<file path="src/rtl/fetch_stage_if.sv">
// Instruction-memory bus between the IF stage (master) and Instruction_memory (slave).
interface fetch_stage_if;
    logic [31:0] imem_addr;
    logic [31:0] imem_instr;

    modport master (output imem_addr, input imem_instr);
    modport slave  (input imem_addr, output imem_instr);
endinterface

</file>
<file path="src/rtl/fetch_stage.sv">
// IF stage: PC register, IF/ID pipeline register, stall/redirect/flush and end-of-program halt.
// Optional performance counters are compiled in with FETCH_PERF_EN.
module fetch_stage #(
    parameter logic [31:0] RESET_PC  = 32'h0000_0000,
    parameter int unsigned MEM_WORDS = 30,
    parameter logic [31:0] NOP_WORD  = 32'h0000_0000
) (
    input  logic                 clk,
    input  logic                 reset,
    input  logic                 stall,
    input  logic                 branch_taken,
    input  logic [31:0]          branch_target,
    input  logic                 jump_en,
    input  logic [25:0]          jump_index,
    fetch_stage_if.master        imem,
    output logic [31:0]          if_id_instr,
    output logic [31:0]          if_id_pc_plus4,
    output logic                 if_id_valid,
    output logic                 halted,
    output logic                 misaligned
`ifdef FETCH_PERF_EN
    ,
    output logic [31:0]          perf_fetched,
    output logic [31:0]          perf_stalls,
    output logic [31:0]          perf_flushes
`endif
);

    localparam logic [31:0] END_ADDR = 32'(MEM_WORDS * 4);

    logic [31:0] pc_q, pc_d;
    logic [31:0] instr_q, instr_d;
    logic [31:0] pc4_q, pc4_d;
    logic        valid_q, valid_d;
    logic        mis_q, mis_d;

    logic [31:0] pc_plus4;
    logic [31:0] btgt;
    logic [31:0] jtgt;

    assign pc_plus4 = pc_q + 32'd4;
    assign btgt     = {branch_target[31:2], 2'b00};
    assign jtgt     = {pc4_q[31:28], jump_index, 2'b00};

    assign imem.imem_addr = pc_q;
    assign halted         = (pc_q >= END_ADDR);
    assign if_id_instr    = instr_q;
    assign if_id_pc_plus4 = pc4_q;
    assign if_id_valid    = valid_q;
    assign misaligned     = mis_q;

    always_comb begin
        pc_d    = pc_q;
        instr_d = instr_q;
        pc4_d   = pc4_q;
        valid_d = valid_q;
        mis_d   = mis_q;
        if (branch_taken) begin
            pc_d    = btgt;
            instr_d = NOP_WORD;
            pc4_d   = '0;
            valid_d = 1'b0;
            mis_d   = mis_q | (|branch_target[1:0]);
        end else if (jump_en) begin
            pc_d    = jtgt;
            instr_d = NOP_WORD;
            pc4_d   = '0;
            valid_d = 1'b0;
        end else if (stall) begin
            pc_d    = pc_q;
        end else if (halted) begin
            // PC parks past the program; bubbles keep flowing without touching memory
            instr_d = NOP_WORD;
            pc4_d   = pc_plus4;
            valid_d = 1'b0;
        end else begin
            pc_d    = pc_plus4;
            instr_d = imem.imem_instr;
            pc4_d   = pc_plus4;
            valid_d = 1'b1;
        end
    end

    always_ff @(posedge clk or posedge reset) begin
        if (reset) begin
            pc_q    <= RESET_PC;
            instr_q <= NOP_WORD;
            pc4_q   <= '0;
            valid_q <= 1'b0;
            mis_q   <= 1'b0;
        end else begin
            pc_q    <= pc_d;
            instr_q <= instr_d;
            pc4_q   <= pc4_d;
            valid_q <= valid_d;
            mis_q   <= mis_d;
        end
    end

`ifdef FETCH_PERF_EN
    logic [31:0] fetched_q, fetched_d;
    logic [31:0] stalls_q, stalls_d;
    logic [31:0] flushes_q, flushes_d;
    logic        redirect;

    assign redirect = branch_taken | jump_en;

    always_comb begin
        fetched_d = fetched_q;
        stalls_d  = stalls_q;
        flushes_d = flushes_q;
        if (redirect) begin
            if (flushes_q != '1) flushes_d = flushes_q + 32'd1;
        end else if (stall) begin
            if (stalls_q != '1) stalls_d = stalls_q + 32'd1;
        end else if (!halted) begin
            if (fetched_q != '1) fetched_d = fetched_q + 32'd1;
        end
    end

    always_ff @(posedge clk or posedge reset) begin
        if (reset) begin
            fetched_q <= '0;
            stalls_q  <= '0;
            flushes_q <= '0;
        end else begin
            fetched_q <= fetched_d;
            stalls_q  <= stalls_d;
            flushes_q <= flushes_d;
        end
    end

    assign perf_fetched = fetched_q;
    assign perf_stalls  = stalls_q;
    assign perf_flushes = flushes_q;
`endif

endmodule

</file>
<file path="src/flat_wrapper.sv">
// flat-port wrapper written by rule: the top's interface ports become plain ports
module fetch_stage_flat 
#(
    parameter logic [31:0] RESET_PC  = 32'h0000_0000,
    parameter int unsigned MEM_WORDS = 30,
    parameter logic [31:0] NOP_WORD  = 32'h0000_0000
)
  (clk, reset, stall, branch_taken, branch_target, jump_en, jump_index, if_id_instr, if_id_pc_plus4, if_id_valid, halted, misaligned, imem_imem_addr, imem_imem_instr);
  fetch_stage_if imem_i ();
  input  logic clk;
  input  logic reset;
  input  logic stall;
  input  logic branch_taken;
  input  logic [31:0] branch_target;
  input  logic jump_en;
  input  logic [25:0] jump_index;
  output logic [31:0] if_id_instr;
  output logic [31:0] if_id_pc_plus4;
  output logic if_id_valid;
  output logic halted;
  output logic misaligned;
  output wire logic [$bits(imem_i.imem_addr)-1:0] imem_imem_addr;
  input wire logic [$bits(imem_i.imem_instr)-1:0] imem_imem_instr;
  assign imem_imem_addr = imem_i.imem_addr;
  assign imem_i.imem_instr = imem_imem_instr;
  fetch_stage #(.RESET_PC(RESET_PC), .MEM_WORDS(MEM_WORDS), .NOP_WORD(NOP_WORD)) u_core (.clk(clk), .reset(reset), .stall(stall), .branch_taken(branch_taken), .branch_target(branch_target), .jump_en(jump_en), .jump_index(jump_index), .imem(imem_i), .if_id_instr(if_id_instr), .if_id_pc_plus4(if_id_pc_plus4), .if_id_valid(if_id_valid), .halted(halted), .misaligned(misaligned));
endmodule
</file>
<file path="config.mk">
export PLATFORM = sky130hd
export DESIGN_NAME = fetch_stage_flat
export DESIGN_NICKNAME = d
export VERILOG_FILES = /design/src/rtl/fetch_stage_if.sv /design/src/rtl/fetch_stage.sv /design/src/flat_wrapper.sv
export SDC_FILE = /design/constraint.sdc
export NUM_CORES = 1
export LEC_CHECK = 0
export ABC_AREA = 1
export BUFFER_PORTS_ARGS = -buffer_cell sky130_fd_sc_hd__buf_2
export CAP_MARGIN = 10
export CORE_MARGIN = 2
export CORE_UTILIZATION = 50
export CTS_CLUSTER_SIZE = 20
export DETAILED_ROUTE_END_ITERATION = 8
export GPL_TIMING_DRIVEN = 0
export PLACE_DENSITY_LB_ADDON = 0.2
export SLEW_MARGIN = 30
export SYNTH_ARGS = -nofsm -noshare
export SYNTH_HDL_FRONTEND = slang
export SYNTH_SLANG_ARGS = --single-unit
export TNS_END_PERCENT = 50
</file>
<file path="constraint.sdc">
create_clock -name clk -period 3.1 [get_ports clk]
set_clock_uncertainty 0.05 [all_clocks]
set_input_delay 0.31 -clock clk [delete_from_list [all_inputs] [get_ports clk]]
set_output_delay 0.31 -clock clk [all_outputs]
set_load 0.01 [all_outputs]
</file>
; Word-level counts from Yosys, hierarchy flattened
; Cells that the tools add are included.
[word_totals]
ff_bits = 98
in_bits = 95
output_inout_bits = 99
[classes]
n_addsub = 1
order_cmp = 1
n_eq_ne = 2
n_mux = 15
bitwise = 1
n_reduce_logical = 2
[op_table]
columns = op, count
row1 = 32-bit two-way mux, 11
row2 = 32-bit by 3-bit adder with 32-bit output (second input constant), 1
row3 = 32-bit by 7-bit >= comparator with 1-bit output (second input constant), 1
row4 = 1-bit two-way mux, 4
row5 = 3-bit by 1-bit inequality test with 1-bit output (second input constant), 1
row6 = 3-bit inequality test (second input constant), 1
row7 = 2-bit AND reduction, 1
row8 = 2-bit OR reduction, 1
row9 = 1-bit OR, 1

; Depth between registers and ports, before layout
[logic_depth]
ltp_word = 5
ltp_mapped = 11
ltp_nobuf = 11

; Least setup slack after synthesis
; OpenSTA, ideal clock, no wires.
[synth_timing]
path_kind = reg2out
startpoint = register u_core.pc_q[2] (netlist: u_core.imem.imem_addr[2])
endpoint = output port halted
arrival_ns = 1.384
path_slack_ns = 1.356
path_stages_with_launch = 10
path_cell_list = dfrtp_1 -> inv_1 -> ha_1 -> nand2_1 -> nand2_1 -> nand2_1 -> nand3_1 -> nor2_4 -> buf_6 -> inv_1
[synth_via]
elab_chain_cells = 1
[synth_rtl]
columns = item, line_no
row1 = from (decl), fetch_stage.sv:31  ; logic [31:0] pc_q, pc_d;
row2 = from (signal assigned), fetch_stage.sv:92  ; pc_q <= pc_d;
row3 = 32-bit by 7-bit >= comparator with 1-bit output, fetch_stage.sv:46  ; assign halted = (pc_q >= END_ADDR);
row4 = to (decl), flat_wrapper.sv:20  ; output logic halted;
; Every way passes these cells.

; Worst setup path after layout
; Ends and elaborated chain as after synthesis.

==> impl_metrics.json <==
{
  "diodes": 0,
  "syn_area_mm2": 0.00519,
  "grt_pass1_vias": 5088,
  "numCtsBuffers": 9,
  "required_ps": 2740,
  "drv_slew": 0,
  "arrival_ps": 2050,
  "cts_max_path_buffers": 2,
  "core_region_area_mm2": 0.0102,
  "p_leak_nw": 3.57,
  "wl_per_cell_um": 14.4,
  "seq_area_frac_synth": 0.458,
  "ir_worst_vdd_uv": 245,
  "synth_flop_cell": "dfrtp_1",
  "p_total_w": 0.00265,
  "grt_usage": 0.278,
  "min_period_over_period": 0.777,
  "cts-root-buf": "clkbuf_8",
  "path_clk_slew_ps": 100,
  "cp_cell_sequence": "inv_1 -> ha_1 -> nand2_1 -> nand2_1 -> nand2_1 -> nand3_1 -> nor2_4 -> buf_6 -> inv_1 -> buf_2",
  "yosysTopAreaCell": "dfrtp_1",
  "htreeDepth": 3,
  "die_y_um": 106,
  "hp-class": "in -> reg",
  "num-fill-cells": 975,
  "worst_pin_slew_ps": 567,
  "outcome": "complete, no violations",
  "critPathKind": "reg -> out",
  "finalSetupViolCount": 0,
  "clk_latency_ps": 360,
  "synth_area_leaders": "dfrtp_1, nand2_1, nand3_1, nor2_1, nand4_1",
  "drive_gt1_frac": 0.259,
  "drt_iter0_markers": 549,
  "slew_headroom": 0.622,
  "start_util": 0.510,
  "pwr_density_cell_mw_per_mm2": 405,
  "port_buffers": 191,
  "place_congestion": 0.979,
  "area_growth_pct": 25.8,
  "regArea_mm2": 0.00238,
  "num_io_pins": 194,
  "hold_slack_ps": 119,
  "stdcell_area_mm2": 0.00654,
  "clkSinkCount": 95,
  "hold_viol_final": 0,
  "cpMostUsedCell": "nand2_1",
  "overflow": 0,
  "crit_path_max_incr_delay_ps": 470,
  "slowest_stage": "dfrtp_1",
  "grt_max_degree": 55,
  "fmaxAchievable_mhz": 415,
  "die_x_um": 106,
  "synth_edf_count": 0,
  "async_flop_share": 1.00,
  "grt_setup_unrepaired": "no",
  "pre_cts_ws_ps": 1120,
  "viasPerCell": 5.22,
  "path_max_fanout": 10,
  "cts_tree": "yes",
  "post-route-min-period_ps": 2410,
  "syn_avg_cell_area_um2": 7.18,
  "antenna_found_initial": 0,
  "netlist-cell-type-count": 32,
  "max_cap_viol_count": 0,
  "die-area_mm2": 0.0112,
  "vias": 5583,
  "grt_pass1_wl_um": 25000,
  "start_kind": "flop",
  "ant_nets": 0,
  "routed_wl_um": 15400,
  "synth_top_area_frac": 0.458,
  "synth.ff_latch_count": 95,
  "postCtsSetupBuffers": 0,
  "rows": 37,
  "dpl_cell_area_mm2": 0.00636,
  "fin_ws_ps": 692,
  "postSynthCellCount": 724,
  "ys_warn_count": 0,
  "final_nets": 1026,
  "fin_util": 0.642,
  "dp_hpwl_um": 11800,
  "dr.pass1.iters": 7,
  "multiInputGateArea_mm2": 0.00251,
  "end_kind": "primary output",
  "drcViolationCount": 0
}
==> where the power goes <==
group          switching (W)  internal (W)  leakage [nW]  total (W)
Sequential         0.0000981       0.00130          1.24    0.00140
Clock               0.000448      0.000291        0.0781   0.000739
Combinational       0.000314      0.000193          2.25   0.000507
Total               0.000860       0.00179          3.57    0.00265
==> cell usage after synthesis (2+ instances only) <==
| cell | count |
|---|---|
| buf_2 | 8 |
| nand2_1 | 297 |
| buf_4 | 4 |
| o21ai_0 | 32 |
| nor2_1 | 67 |
| nor3_1 | 3 |
| nand3b_1 | 8 |
| o211ai_1 | 2 |
| nand4_1 | 36 |
| buf_1 | 12 |
| inv_2 | 6 |
| nand2_2 | 2 |
| nor2_2 | 4 |
| buf_6 | 3 |
| nor2_4 | 3 |
| dfrtp_1 | 95 |
| o21bai_1 | 5 |
| o21ai_1 | 12 |
| inv_1 | 24 |
| clkbuf_1 | 12 |
| ha_1 | 2 |
| nand3_1 | 60 |
| a21oi_1 | 18 |
==> critical path: cells and delay by family (launching register included) <==
kind	cells	cell delay [ps]
buffers and inverters	4	470
AND/OR/NAND/NOR	5	520
flip-flops	1	470
adder cells (fa/ha/maj)	1	210
==> cell families after synthesis <==
kind of cell               after synthesis  synth area share
AOI/OAI and AO/OA                       71            0.0732
xor gates and xnor gates                 1           0.00169
adders and majority gates                2           0.00482
buffers and inverters                   69            0.0590
DFF                                     95             0.458
other                                    1          0.000722
and+or+nand+nor                        485             0.403
==> path summary, 6_finish.rpt <==
path | startpoint | end | slack (ps) | cells past startpoint
worst max-delay path | u_core.imem.imem_addr[2]$_DFFE_PP0P_ | halted | 690 | 10
worst min-delay path | branch_target[29] | u_core.imem.imem_addr[29]$_DFFE_PP0P_ | 120 | 3
worst max register to register | u_core.imem.imem_addr[2]$_DFFE_PP0P_ | u_core.imem.imem_addr[10]$_DFFE_PP0P_ | 1210 | 11
worst min register to register | u_core.if_id_pc_plus4[21]$_DFFE_PP0P_ | u_core.if_id_pc_plus4[21]$_DFFE_PP0P_ | 430 | 2
max in group asynchronous | reset | u_core.imem.imem_addr[10]$_DFFE_PP0P_ | 1940 | 4
min in group asynchronous | reset | u_core.if_id_instr[21]$_DFFE_PP0P_ | 450 | 3
==> final cells by class <==
cell class | instances | share of cell area
plain buffers | 39 | 0.0297
clock buffers | 9 | 0.0190
clock inverters | 6 | 0.00689
inverters | 30 | 0.0180
multi-input cells | 561 | 0.385
flip-flops and latches | 95 | 0.364
well taps | 136 | 0.0260
repair buffers | 193 | 0.152
==> through the flow <==
step,TNS [ps],cells
after global routing,0,1069
after detailed placement,0,1053
final,0,1069
after floorplan,0,725
after global placement,-72730,1052
after CTS,0,1069
==> layout by cell type, fill, tap and decap left out, drive strengths merged <==
cell / n
a21oi: 18
dlygate4sd3: 1
o21ai: 44
clkinv: 1
nand2: 300
nor3: 3
o31ai: 1
nor2: 75
nor3b: 1
o211ai: 2
xor2: 1
o21bai: 5
clkbuf: 21
inv: 32
or2: 1
buf: 219
a32o: 1
ha: 2
conb: 2
nand3b: 8
dfrtp: 95
clkinvlp: 3
nand3: 61
nand4: 36
==> layer usage <==
metal  part of all wire  up-vias  GRT usage  wire [um]
met5                  0        -          0          0
met4              0.015        0     0.0686        235
met3              0.077       20     0.0521       1180
met2               0.46      234      0.453       7130
met1               0.44     2575      0.386       6830
li1                   -     2754          -          -
==> state kept, by name, summed over array words and instances, names as in the netlist <==
register               cells
u_core.if_id_pc_plus4     31
u_core.if_id_valid         1
u_core.if_id_instr        32
u_core.misaligned          1
u_core.imem.imem_addr     30
==> repair_timing <==
action,in CTS,in global routing
hold buffers,1,0
resized for setup,0,0
endpoints found under the hold margin,41,0
setup endpoints to repair,0,0
Power figures use the tool's default switching activity.
